## src/rtl/l1_mem_arbiter.sv

```systemverilog
// l1_mem_arbiter: round-robin arbiter between I$ refills and D$ accesses
// onto a single memory port, one transaction outstanding at a time.
module l1_mem_arbiter #(
  parameter int unsigned BURST_LEN = 4
) (
  input  logic        clk_i,
  input  logic        rst_ni,
  input  logic        flush_i,
  input  logic        ic_req_i,
  input  logic [31:0] ic_addr_i,
  output logic        ic_gnt_o,
  output logic        ic_rvalid_o,
  output logic        ic_rlast_o,
  output logic [31:0] ic_rdata_o,
  input  logic        dc_req_i,
  input  logic        dc_we_i,
  input  logic [31:0] dc_addr_i,
  input  logic [31:0] dc_wdata_i,
  output logic        dc_gnt_o,
  output logic        dc_rvalid_o,
  output logic        dc_rlast_o,
  output logic [31:0] dc_rdata_o,
  output logic        mem_req_o,
  output logic        mem_we_o,
  output logic [31:0] mem_addr_o,
  output logic [31:0] mem_wdata_o,
  input  logic        mem_gnt_i,
  input  logic        mem_rvalid_i,
  input  logic [31:0] mem_rdata_i
);

  localparam int unsigned CNT_W = (BURST_LEN > 1) ? $clog2(BURST_LEN) : 1;
  localparam logic OWN_IC = 1'b0;
  localparam logic OWN_DC = 1'b1;

  typedef enum logic [1:0] {
    IDLE = 2'd0,
    REQ  = 2'd1,
    DATA = 2'd2
  } state_e;

  state_e             state_q, state_d;
  logic               owner_q;
  logic               last_owner_q;
  logic               we_q;
  logic               discard_q;
  logic [31:0]        addr_q;
  logic [31:0]        wdata_q;
  logic [CNT_W-1:0]   cnt_q;

  logic               ic_elig;
  logic               dc_elig;
  logic               sel_valid;
  logic               sel_owner;
  logic               last_beat;
  logic               ic_cancel;

  // Round-robin pick; a flushing I$ is not eligible this cycle
  always_comb begin
    ic_elig   = ic_req_i & ~flush_i;
    dc_elig   = dc_req_i;
    sel_valid = ic_elig | dc_elig;
    if (ic_elig && dc_elig) begin
      sel_owner = (last_owner_q == OWN_IC) ? OWN_DC : OWN_IC;
    end else begin
      sel_owner = dc_elig ? OWN_DC : OWN_IC;
    end
  end

  // A write completes on its first beat; a read on beat BURST_LEN-1
  assign last_beat = we_q | (cnt_q == CNT_W'(BURST_LEN - 1));

  // I$-facing pulses are hidden once the I$ transaction is flushed
  assign ic_cancel = (owner_q == OWN_IC) & (discard_q | flush_i);

  // State register
  always_ff @(posedge clk_i or negedge rst_ni) begin
    if (!rst_ni) begin
      state_q <= IDLE;
    end else begin
      state_q <= state_d;
    end
  end

  // Next-state logic
  always_comb begin
    state_d = state_q;
    case (state_q)
      IDLE:    if (sel_valid) state_d = REQ;
      REQ:     if (mem_gnt_i) state_d = DATA;
      DATA:    if (mem_rvalid_i && last_beat) state_d = IDLE;
      default: state_d = IDLE;
    endcase
  end

  // Transaction context: owner, request fields, beat count, discard
  always_ff @(posedge clk_i or negedge rst_ni) begin
    if (!rst_ni) begin
      owner_q      <= OWN_IC;
      last_owner_q <= OWN_IC;
      we_q         <= 1'b0;
      discard_q    <= 1'b0;
      addr_q       <= 32'd0;
      wdata_q      <= 32'd0;
      cnt_q        <= '0;
    end else begin
      case (state_q)
        IDLE: begin
          discard_q <= 1'b0;
          if (sel_valid) begin
            owner_q      <= sel_owner;
            last_owner_q <= sel_owner;
            cnt_q        <= '0;
            if (sel_owner == OWN_DC) begin
              we_q    <= dc_we_i;
              addr_q  <= dc_addr_i;
              wdata_q <= dc_wdata_i;
            end else begin
              we_q    <= 1'b0;
              addr_q  <= ic_addr_i;
              wdata_q <= 32'd0;
            end
          end
        end
        REQ: begin
          if (flush_i && owner_q == OWN_IC) discard_q <= 1'b1;
        end
        DATA: begin
          if (flush_i && owner_q == OWN_IC) discard_q <= 1'b1;
          if (mem_rvalid_i && !we_q) cnt_q <= cnt_q + CNT_W'(1);
        end
        default: begin
          discard_q <= 1'b0;
        end
      endcase
    end
  end

  // Output decode: memory request from state, responses passed through
  always_comb begin
    mem_req_o   = 1'b0;
    mem_we_o    = 1'b0;
    mem_addr_o  = 32'd0;
    mem_wdata_o = 32'd0;
    ic_gnt_o    = 1'b0;
    ic_rvalid_o = 1'b0;
    ic_rlast_o  = 1'b0;
    ic_rdata_o  = 32'd0;
    dc_gnt_o    = 1'b0;
    dc_rvalid_o = 1'b0;
    dc_rlast_o  = 1'b0;
    dc_rdata_o  = 32'd0;
    case (state_q)
      REQ: begin
        mem_req_o   = 1'b1;
        mem_we_o    = we_q;
        mem_addr_o  = addr_q;
        mem_wdata_o = wdata_q;
        if (mem_gnt_i) begin
          dc_gnt_o = (owner_q == OWN_DC);
          ic_gnt_o = (owner_q == OWN_IC) & ~ic_cancel;
        end
      end
      DATA: begin
        if (mem_rvalid_i) begin
          if (owner_q == OWN_DC) begin
            dc_rvalid_o = 1'b1;
            dc_rlast_o  = last_beat;
            dc_rdata_o  = we_q ? 32'd0 : mem_rdata_i;
          end else if (!ic_cancel) begin
            ic_rvalid_o = 1'b1;
            ic_rlast_o  = last_beat;
            ic_rdata_o  = mem_rdata_i;
          end
        end
      end
      default: begin
        mem_req_o = 1'b0;
      end
    endcase
  end

endmodule
```

## config.mk

```make
export PLATFORM = sky130hd
export DESIGN_NAME = l1_mem_arbiter
export DESIGN_NICKNAME = d
export VERILOG_FILES = /design/src/rtl/l1_mem_arbiter.sv
export SDC_FILE = /design/constraint.sdc
export NUM_CORES = 1
export LEC_CHECK = 0
export CORE_MARGIN = 3
export CORE_UTILIZATION = 37
export CTS_BUF_LIST = sky130_fd_sc_hd__clkbuf_8
export DETAILED_ROUTE_END_ITERATION = 8
export PLACE_DENSITY_LB_ADDON = 0.2
export SLEW_MARGIN = 10
export SYNTH_ARGS = -nofsm -noshare
export SYNTH_HDL_FRONTEND = slang
export SYNTH_SLANG_ARGS = --single-unit
```

## constraint.sdc

```tcl
create_clock -name clk_i -period 1.8 [get_ports clk_i]
set_clock_uncertainty 0.15 [all_clocks]
set_input_delay 0.27 -clock clk_i [delete_from_list [all_inputs] [get_ports clk_i]]
set_output_delay 0.27 -clock clk_i [all_outputs]
set_load 0.1 [all_outputs]
```

== Yosys cells after proc, flatten, opt, wreduce, memory -nomap -nowiden ==
Index checks and enable logic that the tools add are counted.

* Register bits: 71
* Output and inout port bits: 136
* Input port bits: 136

* Reduce and logical (&&, ||, !) cells: 11
* Mux-type cells: 45
* Equality and inequality tests: 8
* Bitwise logic cells: 9
* $add $sub $neg: 1

{| class="wikitable"
|+ Operators by type and width
! cell !! count
|-
| $mux 32 || 12
|-
| $mux 1 || 26
|-
| $mux 2 || 5
|-
| $ne 2x2->1 const B || 4
|-
| $pmux 2 s3 || 1
|-
| $reduce_and 3->1 || 2
|-
| $eq 2x2->1 const B || 2
|-
| $logic_and 1x1->1 || 4
|-
| $pmux 2 s2 || 1
|-
| $and 1x1->1 || 3
|-
| $not 1->1 || 3
|-
| $or 1x1->1 || 3
|-
| $add 2x1->2 const B || 1
|-
| $eq 2x1->1 const B || 1
|-
| $logic_not 2->1 || 1
|-
| $ne 2x1->1 const B || 1
|-
| $reduce_and 2->1 || 1
|-
| $reduce_bool 2->1 || 1
|-
| $reduce_or 2->1 || 1
|-
| $logic_not 1->1 || 1
|}

== Logic depth before layout (Yosys ltp) ==
* Word-level depth: 6
* Gate-level depth with buffers: 7

== Worst setup path after synthesis ==
OpenSTA, ideal clock, no wires.

* Path type: reg2out
* Start: reg state_q[0]
* End: out dc_rlast_o
* Required time: 1.380 ns
* Stages on the path, launching flop included: 5
* Arrival: 2.944 ns
* Slack: -1.564 ns
* Buffers on the path: 0
* Cells stage by stage: dfrtp_1 > inv_1 > ha_1 > and3_1 > nor2b_1

* Word-level cells in the longest chain between the ends: 2

{| class="wikitable"
|+ Ends and longest elaborated chain
! what !! line !! RTL
|-
| start: declaration || 42 || <nowiki>state_e state_q, state_d;</nowiki>
|-
| start signal: assignment || 81 || <nowiki>state_q <= state_d;</nowiki>
|-
| $eq 2x2->1 || 153 || <nowiki>case (state_q)</nowiki>
|-
| $mux 1 || 153 ||
|-
| end: declaration || 21 || <nowiki>output logic dc_rlast_o,</nowiki>
|}

No other way between the ends.

== Final worst setup path ==
* Start: reg state_q[0]
* End: out dc_rdata_o[29]

* Word-level cells in the longest chain between the ends: 2

{| class="wikitable"
|+ Ends and longest elaborated chain
! what !! line !! RTL
|-
| $eq 2x2->1 || 153 ||
|-
| $mux 32 || 153 ||
|-
| end: declaration || 22 || <nowiki>output logic [31:0] dc_rdata_o,</nowiki>
|}

No other way between the ends.

==> flow_metrics.env <==
export IMPL_outcome="finished with violations"
export IMPL_violations="setup timing"
export IMPL_setup_violations=162
export IMPL_drc_marker_count_from_the_first_detailed_route_iteration=464
export IMPL_dieArea_um2=12200
export IMPL_post_synth_instance_area_um2=4020
export IMPL_drc_errors=0
export IMPL_syn_num_nets=583
export IMPL_global_route_usage_total_pct=30.0
export IMPL_placement_cell_area_um2=8770
export IMPL_cts_max_path_buffers=2
export IMPL_post_drt_via_cell_ratio=5.67
export IMPL_first_global_vias=4793
export IMPL_final_instance_count_excl_fill=892
export IMPL_clock_tree_root_buffer_cell="clkbuf_8"
export IMPL_synth_seq_cells=71
export IMPL_power_per_cell_area_nw_per_um2=1880
export IMPL_syn_instance_count=442
export IMPL_ant_diodes=0
export IMPL_share_of_post_route_cells_with_drive_strength_above_1_pct=50.8
export IMPL_layout_nets=892
export IMPL_finish_instance_area_um2=9680
export IMPL_avg_cell_area_syn_um2=9.10
export IMPL_core_region_area_um2=10500
export IMPL_rsz0062_at_grt="yes"
export IMPL_postLayoutSetupSlackWorst_ns=-0.465
export IMPL_area_growth_syn_to_layout_pct=141
export IMPL_placement_io_buffers=271
export IMPL_worst_tran_pin_value_ns=0.486
export IMPL_worst_setup_path_start_kind="flip-flop"
export IMPL_max_stage_delay_ns=0.41
export IMPL_most_common_layout_cells="148 x buf_12, 134 x clkdlybuf4s50_1, 129 x and2_4"
export IMPL_peakVddDrop_mv=1.39
export IMPL_maxCapViolCount=0
export IMPL_final_common_cell="buf_12"
export IMPL_dp_final_hpwl_um=13200
export IMPL_post_route_clock_period_utilization_pct=126
export IMPL_insertion_delay_ns=0.37
export IMPL_crit_required_ns=1.38
export IMPL_setup_worst_path_end_class="primary output"
export IMPL_placed_cells=844
export IMPL_initial_core_util_pct=38.4
export IMPL_final_gp_congestion=0.799
export IMPL_finalHoldViolations=0
export IMPL_cp_cell_sequence="inv_2, ha_4, nand2_4, nor2_4, clkbuf_16, and2_4, buf_12"
export IMPL_vias=5059
export IMPL_critPathArrivalTime_ns=1.85
export IMPL_wire_length_of_the_first_global_routing_pass_um=27600
export IMPL_leakagePower_nw=4.20
export IMPL_cts_inserted_buffers=9
export IMPL_global_route_congestion_overflow_total=0
export IMPL_ports_placed_on_the_boundary=272
export IMPL_worst_hold_path_type="input port to asynchronous set/reset pin"
export IMPL_first_pass_iters=5
export IMPL_die_height_um=110
export IMPL_n_fill_cell=323
export IMPL_yosys_warnings=0
export IMPL_routed_wire_length_per_instance_um=25.9
export IMPL_cts_htree_levels=3
export IMPL_worstSetupPathType="flip-flop to primary output"
export IMPL_grt_max_degree=39
export IMPL_highest_achievable_clock_rate_mhz=441
export IMPL_drtAntennaViolNets=0
export IMPL_seq_area_frac_synth_pct=44.2
export IMPL_tritoncts="built"
export IMPL_clock_sinks=71
export IMPL_final_min_clock_period_ns=2.27
export IMPL_drv_slew=0
export IMPL_number_of_antenna_violations_at_the_first_check_in_global_routing=1
export IMPL_core_rowCount=37
export IMPL_cp_max_fo=16
export IMPL_clk_transition_reported_paths_ns=0.10
export IMPL_slowest_stage="dfrtp_1"
export IMPL_detail_route_wirelength_um=23100
export IMPL_max_slew_margin_pct=67.6
export IMPL_die_width_um=110
export IMPL_synth_cell_type_count=30
==> what timing repair did <==
item / 4_1_cts / 5_1_grt
setup buffers: 10 / 8
hold buffers: 1 / 0
endpoints found under the setup margin: 138 / 205
pin swaps: 34 / 27
hold endpoints to repair: 33 / 0
resized for setup: 19 / 31
cloned: 6 / 11
==> registers in the layout, summed over array words and instances, names as in the netlist <==
signal        cells
addr_q           32
wdata_q          32
cnt_q             2
state_q           2
discard_q         1
last_owner_q      1
we_q              1
==> report_power, final <==
part | switching, mW | total [mW] | internal (mW)
logic | 8.06 | 13.8 | 5.70
clock network | 0.656 | 1.58 | 0.929
registers | 0.558 | 2.89 | 2.33
==> final timing paths <==
check | startpoint | endpoint | slack, ns | depth (start not counted)
max | state_q[0] | dc_rdata_o[29] | -0.47 | 7
min | rst_ni | wdata_q[18] | 0.26 | 2
max reg2reg | state_q[1] | cnt_q[1] | -0.13 | 8
min reg2reg | wdata_q[9] | wdata_q[9] | 0.36 | 1
max in group asynchronous | rst_ni | addr_q[15] | 0.62 | 3
min in group clk_i | ic_addr_i[2] | addr_q[2] | 0.31 | 3
==> cells in the mapped netlist <==
library cell	number	share of area (%)
nand2b_1	3	0.47
nor2b_1	4	0.62
inv_1	4	0.37
nand2_1	36	3.4
a31oi_1	2	0.31
a21o_1	1	0.19
nand3_1	1	0.12
o2bb2ai_1	2	0.44
clkbuf_1	10	0.93
nand3b_1	1	0.19
nor3_1	1	0.12
a21oi_1	53	6.6
and3_1	5	0.78
buf_1	2	0.19
dfrtp_1	71	44
o21ai_2	1	0.22
mux2_1	1	0.28
o21ai_0	2	0.25
a21oi_2	12	2.6
o21a_1	2	0.37
buf_2	9	1.1
ha_1	5	1.6
and2_1	130	20
nor2_1	34	3.2
mux2i_1	1	0.25
and2b_1	1	0.19
buf_6	10	2.8
a22oi_1	1	0.19
buf_4	4	0.75
a22o_1	33	7.2
==> layer usage <==
layer / GRT usage, % / share of wire [%]
met5: 0 / 0.052
met4: 17.8 / 6.6
met2: 52.1 / 50
met1: 32.9 / 34
met3: 7.80 / 10
==> cell type report <==
| class | instances | area, µm² | share of cell area (%) |
|---|---|---|---|
| inverters | 4 | 17.5 | 0.181 |
| multi-input cells | 332 | 2480 | 25.6 |
| clock inverters | 3 | 63.8 | 0.659 |
| flip-flops and latches | 71 | 1780 | 18.4 |
| well taps | 136 | 170 | 1.76 |
| repair buffers | 333 | 4990 | 51.6 |
| clock buffers | 13 | 179 | 1.85 |
==> cells by family (layout without fill, tap and decap cells) <==
family                   count (synthesis)  count (layout)  synth area share (%)
AND/OR/NAND/NOR                        216             216                  29.2
adder cells (fa/ha/maj)                  5               5                  1.56
buffers and inverters                   39             353                  6.16
AO/OA/AOI/OAI                          109             109                  18.4
flip-flops                              71              71                  44.2
multiplexers                             2               2                 0.529
==> through the flow <==
stage | hold WS [ns] | TNS [ns] | total power [mW] | setup WS [ns] | util, %
finish | 0.263 | -54.41 | 18.2 | -0.465 | 92.5
global route | 0.287 | -59.53 | 18.7 | -0.519 | 92.5
CTS | 0.279 | -41.54 | 17.0 | -0.342 | 89.0
detailed placement | 0.0962 | -30.11 | 14.7 | -0.335 | 83.9
global placement | 0.0925 | -24.14 | 14.4 | -0.292 | 83.9
floorplan | -0.176 | -11.35 | 10.4 | -0.239 | -
==> critical path: cells and delay by family (launching register included) <==
family	cells	cell delay, ns
DFF	1	0.41
adders and majority gates	1	0.17
buffers and inverters	3	0.48
and+or+nand+nor	3	0.40
Power figures use the tool's default switching activity.
